**src/rtl/pl_elastic_reg.sv**
```systemverilog
// Two-entry elastic pipeline stage (main + skid) with registered valid/ready, flush and NOP bubble.
// Optional stall/drop statistics counters are built when PL_ELASTIC_STATS_EN is defined.
module pl_elastic_reg #(
    parameter int unsigned           WIDTH     = 32,
    parameter logic [WIDTH-1:0]      NOP_VALUE = '0,
    parameter int unsigned           CNT_W     = 16
) (
    input  logic             clk,
    input  logic             rst,
    input  logic             flush,
    input  logic             in_valid,
    output logic             in_ready,
    input  logic [WIDTH-1:0] in_data,
    output logic             out_valid,
    input  logic             out_ready,
    output logic [WIDTH-1:0] out_data,
    output logic [1:0]       occupancy,
    output logic [CNT_W-1:0] stall_cnt,
    output logic [CNT_W-1:0] drop_cnt
);

    typedef enum logic [1:0] {
        EMPTY = 2'd0,
        ONE   = 2'd1,
        FULL  = 2'd2
    } state_t;

    state_t           state_q, state_d;
    logic [WIDTH-1:0] main_q, main_d;
    logic [WIDTH-1:0] skid_q, skid_d;
    logic             in_fire, out_fire;

    // Handshake outputs decode only registered state, so no input reaches them combinationally.
    assign in_ready  = (state_q != FULL);
    assign out_valid = (state_q != EMPTY);
    assign out_data  = main_q;
    assign in_fire   = in_valid & in_ready;
    assign out_fire  = out_valid & out_ready;

    always_comb begin
        occupancy = 2'd0;
        case (state_q)
            ONE:     occupancy = 2'd1;
            FULL:    occupancy = 2'd2;
            default: occupancy = 2'd0;
        endcase
    end

    always_comb begin
        state_d = state_q;
        main_d  = main_q;
        skid_d  = skid_q;
        case (state_q)
            EMPTY: begin
                if (in_fire) begin
                    state_d = ONE;
                    main_d  = in_data;
                end
            end
            ONE: begin
                if (in_fire && out_fire) begin
                    main_d = in_data;
                end else if (in_fire) begin
                    state_d = FULL;
                    skid_d  = in_data;
                end else if (out_fire) begin
                    state_d = EMPTY;
                    main_d  = NOP_VALUE;
                end
            end
            FULL: begin
                if (out_fire) begin
                    state_d = ONE;
                    main_d  = skid_q;
                    skid_d  = NOP_VALUE;
                end
            end
            default: begin
                state_d = EMPTY;
                main_d  = NOP_VALUE;
                skid_d  = NOP_VALUE;
            end
        endcase
        if (flush) begin
            state_d = EMPTY;
            main_d  = NOP_VALUE;
            skid_d  = NOP_VALUE;
        end
    end

    always_ff @(posedge clk) begin
        if (rst) begin
            state_q <= EMPTY;
            main_q  <= NOP_VALUE;
            skid_q  <= NOP_VALUE;
        end else begin
            state_q <= state_d;
            main_q  <= main_d;
            skid_q  <= skid_d;
        end
    end

`ifdef PL_ELASTIC_STATS_EN
    logic [CNT_W-1:0] stall_q, stall_d;
    logic [CNT_W-1:0] drop_q, drop_d;
    logic [CNT_W:0]   stall_sum, drop_sum;
    logic             stall_inc;
    logic [1:0]       drop_inc;

    assign stall_inc = out_valid & ~out_ready & ~flush;

    // Entries lost to a flush: those held, less one leaving downstream, plus one arriving.
    always_comb begin
        drop_inc = 2'd0;
        if (flush) begin
            drop_inc = occupancy - {1'b0, out_fire} + {1'b0, in_fire};
        end
    end

    assign stall_sum = {1'b0, stall_q} + {{CNT_W{1'b0}}, stall_inc};
    assign drop_sum  = {1'b0, drop_q} + {{(CNT_W-1){1'b0}}, drop_inc};

    always_comb begin
        stall_d = stall_sum[CNT_W] ? '1 : stall_sum[CNT_W-1:0];
        drop_d  = drop_sum[CNT_W]  ? '1 : drop_sum[CNT_W-1:0];
    end

    always_ff @(posedge clk) begin
        if (rst) begin
            stall_q <= '0;
            drop_q  <= '0;
        end else begin
            stall_q <= stall_d;
            drop_q  <= drop_d;
        end
    end

    assign stall_cnt = stall_q;
    assign drop_cnt  = drop_q;
`else
    assign stall_cnt = '0;
    assign drop_cnt  = '0;
`endif

endmodule

```
**config.mk**
```make
export PLATFORM = sky130hd
export DESIGN_NAME = pl_elastic_reg
export DESIGN_NICKNAME = d
export VERILOG_FILES = /design/src/rtl/pl_elastic_reg.sv
export SDC_FILE = /design/constraint.sdc
export NUM_CORES = 1
export LEC_CHECK = 0
export ABC_AREA = 1
export CORE_MARGIN = 4
export CORE_UTILIZATION = 44
export DETAILED_ROUTE_END_ITERATION = 16
export PLACE_DENSITY_LB_ADDON = 0.08
export SETUP_SLACK_MARGIN = 0.2
export SYNTH_ARGS = -nofsm -noshare
export SYNTH_HDL_FRONTEND = slang
export SYNTH_SLANG_ARGS = --single-unit
export TNS_END_PERCENT = 1
```
**constraint.sdc**
```tcl
create_clock -name clk -period 1.3 [get_ports clk]
set_clock_uncertainty 0.05 [all_clocks]
set_input_delay 0.325 -clock clk [delete_from_list [all_inputs] [get_ports clk]]
set_output_delay 0.325 -clock clk [all_outputs]
set_load 0.1 [all_outputs]
```
==> qor.tcl <==
set qor(synth_largest_type_area_fraction) 0.3539
set qor(power_frac_seq) 0.404
set qor(clock-sinks) 66
set qor(hold-path-endpoint) {skid_q[6]}
set qor(timing.hold.worst.start) {skid_q[6]}
set qor(place_hpwl_mm) 7.194
set qor(drt-wirelength-per-cell_um) 12.21
set qor(drv.max_cap_violation_count) 0
set qor(worst_skew_pair.late_latency_ns) 0.34
set qor(power_mw) 5.238
set qor(synth_seq_area_share) 0.3539
set qor(syn_to_final_growth_pct) 46.65
set qor(power.combinational.fraction) 0.298
set qor(dr_pass1_iterations) 4
set qor(core_area_sq_um) 8217
set qor(hold_viol) 0
set qor(yosysWarnings) 0
set qor(post-place-ws_ns) -0.5165
set qor(grt_pass1_wl_mm) 16.30
set qor(numPortBuffers) 72
set qor(synth_top_cell_by_area) {sky130_fd_sc_hd__dfxtp_1}
set qor(worst_r2r_startpoint) {state_q[1]}
set qor(io_pins) 105
set qor(die_h_um) 100.1
set qor(synth_common_cells) {sky130_fd_sc_hd__nand2_1, sky130_fd_sc_hd__nor2_1, sky130_fd_sc_hd__inv_1, sky130_fd_sc_hd__dfxtp_1, sky130_fd_sc_hd__a21oi_1}
set qor(maxClockFrequency_ghz) 0.6530
set qor(routabilityCongestion) 0.8066
set qor(final_net_count) 754
set qor(cp-end-kind) {output port}
set qor(numCtsBuffers) 9
set qor(synth.ff_latch_count) 66
set qor(count_of_routing_violations_after_the_opening_detailed_route_iteration) 132
set qor(clock-root-buffer) {sky130_fd_sc_hd__clkbuf_8}
set qor(synth.most_common_cell) {sky130_fd_sc_hd__nand2_1}
set qor(viasPerCell) 4.753
set qor(final.fill_count) 723
set qor(post_synth_edffs) 0
set qor(timing.final.setup_violations) 36
set qor(power_density_nw_per_um2) 956.6
set qor(dominantRegCellSynth) {sky130_fd_sc_hd__dfxtp_1}
set qor(synth_cell_types) 19
set qor(arrival_ns) 1.16
set qor(synthesis.instances) 615
set qor(die_w_um) 100.1
set qor(std_cell_rows) 33
set qor(reg2regPathDepth) 8
set qor(worst_r2r_endpoint) {out_data[6]}
set qor(whs_ns) 0.4111
set qor(clock_slew_seen_by_the_registers_of_the_worst_setup_and_hold_paths_ns) 0.07
set qor(timing.hold.worst.class) {register to register}
set qor(vdd.ir_drop.worst_mv) 0.4148
set qor(critical_path.max_fanout) 3
set qor(post_route_cells_drive_above_1_share) 0.2288
set qor(tns_ns) -4.254
set qor(period_minus_slack_ns) 1.531
set qor(grt_setup_unrepaired) {yes}
set qor(clockBufferDepth) 2
set qor(vias) 3926
set qor(post-route-drc-count) 0
set qor(postLayoutSetupSlackWorst_ns) -0.2314
set qor(timing.critical_path.slowest_cell_delay_ns) 0.36
set qor(grt_overflow) 0
set qor(worst-endpoint-required_ns) 0.93
set qor(p_leak_nw) 2.746
set qor(mappedNetlistArea_sq_um) 3734
set qor(setup.reg_to_reg.worst_slack_ns) -0.13
set qor(power_report.internal_total_mw) 3.333
set qor(synthTopCellsByArea) {sky130_fd_sc_hd__dfxtp_1, sky130_fd_sc_hd__nand2_1, sky130_fd_sc_hd__nor2_1}
set qor(fin_crit_sh) 1.178
set qor(drtAntennaViolNets) 0
set qor(first_global_vias) 3656
set qor(switching_share) 0.3637
set qor(asyncSetResetFlopFracSynth) 0
set qor(die_footprint_sq_um) 10020
set qor(floorplan.initialDensity) 0.4544
set qor(run_status) {finished with violations}
set qor(sequence_of_cells_on_the_critical_path) {buf_6 -> nor2_4 -> inv_2 -> buf_12}
set qor(cts_htree_levels) 3
set qor(hold_path_stages) 2
set qor(final_util) 0.6664
set qor(final-max-slew-violation-count) 0
set qor(totalWireLength_mm) 10.09
set qor(grt_max_degree) 33
set qor(crit_slowest_cell) {sky130_fd_sc_hd__dfxtp_4}
set qor(antenna_found_initial) 0
set qor(cts_tree) {done}
set qor(setup.worst_path.start_class) {register}
set qor(violations) {setup timing}
set qor(path_class) {register to output port}
set qor(clock_power_share) 0.299
set qor(cts.hold.buffers_added) 0
set qor(switching_power_mw) 1.905
set qor(antenna-diode-count) 0
set qor(total_track_usage) 0.2013
set qor(syn-mean-instance-area_sq_um) 6.071
-- routing by layer --
| metal | part of all wire | vias to the layer above | GRT usage |
|---|---|---|---|
| li1 | - | 1994 | - |
| met1 | 0.42 | 1803 | 0.2474 |
| met2 | 0.50 | 116 | 0.3520 |
| met3 | 0.063 | 13 | 0.03475 |
| met4 | 0.013 | 0 | 0.07461 |
| met5 | 0 | - | 0 |
-- final cells by class --
| class | count | area (sq um) | share of cell area |
|---|---|---|---|
| inverter | 74 | 282.8 | 0.05165 |
| multi-input combinational | 439 | 1852 | 0.3382 |
| sequential | 66 | 1374 | 0.2509 |
| tap | 105 | 131.4 | 0.02399 |
| clock inverter | 2 | 12.51 | 0.002285 |
| timing repair buffer | 127 | 1664 | 0.3039 |
| clock buffer | 13 | 158.9 | 0.02902 |
-- layout by cell type (no fill, tap or decap), types with 2 or more instances in the layout --
cell type and count:
sky130_fd_sc_hd__a21oi_1 40, sky130_fd_sc_hd__buf_12 48, sky130_fd_sc_hd__buf_4 38, sky130_fd_sc_hd__buf_6 4, sky130_fd_sc_hd__clkbuf_1 2, sky130_fd_sc_hd__clkbuf_8 11
sky130_fd_sc_hd__clkdlybuf4s50_1 34, sky130_fd_sc_hd__conb_1 32, sky130_fd_sc_hd__dfxtp_1 32, sky130_fd_sc_hd__dfxtp_2 30, sky130_fd_sc_hd__dfxtp_4 4, sky130_fd_sc_hd__dlygate4sd2_1 2
sky130_fd_sc_hd__inv_1 66, sky130_fd_sc_hd__inv_2 6, sky130_fd_sc_hd__inv_4 2, sky130_fd_sc_hd__nand2_1 210, sky130_fd_sc_hd__nand2_2 5, sky130_fd_sc_hd__nand3_1 34
sky130_fd_sc_hd__nor2_1 77, sky130_fd_sc_hd__nor2_2 7, sky130_fd_sc_hd__nor2_4 3, sky130_fd_sc_hd__nor3_1 2, sky130_fd_sc_hd__o21ai_0 8, sky130_fd_sc_hd__o21ai_1 17
-- sequential cells by signal, summed over array words and instances (netlist names) --
name / count
out_data: 32
state_q: 2
skid_q: 32
-- logic make-up (layout without fill, tap and decap cells) --
group | Yosys count | after routing | share of synthesized area
AOI/OAI and AO/OA | 66 | 66 | 0.08847
buffers and inverters | 141 | 216 | 0.1944
DFF | 66 | 66 | 0.3539
other | 1 | 32 | 0.001004
and+or+nand+nor | 341 | 341 | 0.3623
-- per-stage QoR --
stage                     std cells  area [sq um]
after floorplan                 646          3857
after global placement          807          5161
after detailed placement        807          5161
after CTS                       826          5409
after global routing            826          5475
final                           826          5475
-- repair_timing --
item                       4_1_cts  5_1_grt
buffers inserted                 4        0
resized for setup               33       40
hold endpoints to repair         0        0
pin swaps                        3        2
setup endpoints to repair      102      102
-- how the worst max path moves through the flow --
stage / startpoint / to / slack [ns] / cells past startpoint
6_report: state_q[1] / out_valid / -0.23 / 4
5_1_grt: state_q[0] / in_ready / -0.28 / 4
4_1_cts: state_q[0] / out_valid / -0.24 / 4
3_5_place_dp: out_ready / out_data[12] / -0.52 / 8
3_3_place_gp: out_ready / out_data[21] / -0.41 / 8
2_1_floorplan: state_q[1] / in_ready / -0.69 / 4
-- worst max-delay path, delay by kind of cell (launching register included) --
family                 cells  cell delay [ns]
DFF                        1             0.36
buffers and inverters      3             0.34
and+or+nand+nor            1             0.11
-- power by group through the flow --
| stage | registers (mW) | clock network, mW | logic (mW) |
|---|---|---|---|
| 5_1_grt | 2.12 | 1.69 | 1.65 |
| 6_report | 2.11 | 1.56 | 1.56 |
| 3_5_place_dp | 2.16 | 0 | 1.53 |
| 2_1_floorplan | 2.39 | 0 | 0.867 |
| 3_3_place_gp | 2.16 | 0 | 1.52 |
| 4_1_cts | 2.11 | 1.59 | 1.55 |
No activity file was read; power rests on OpenSTA's default activity.
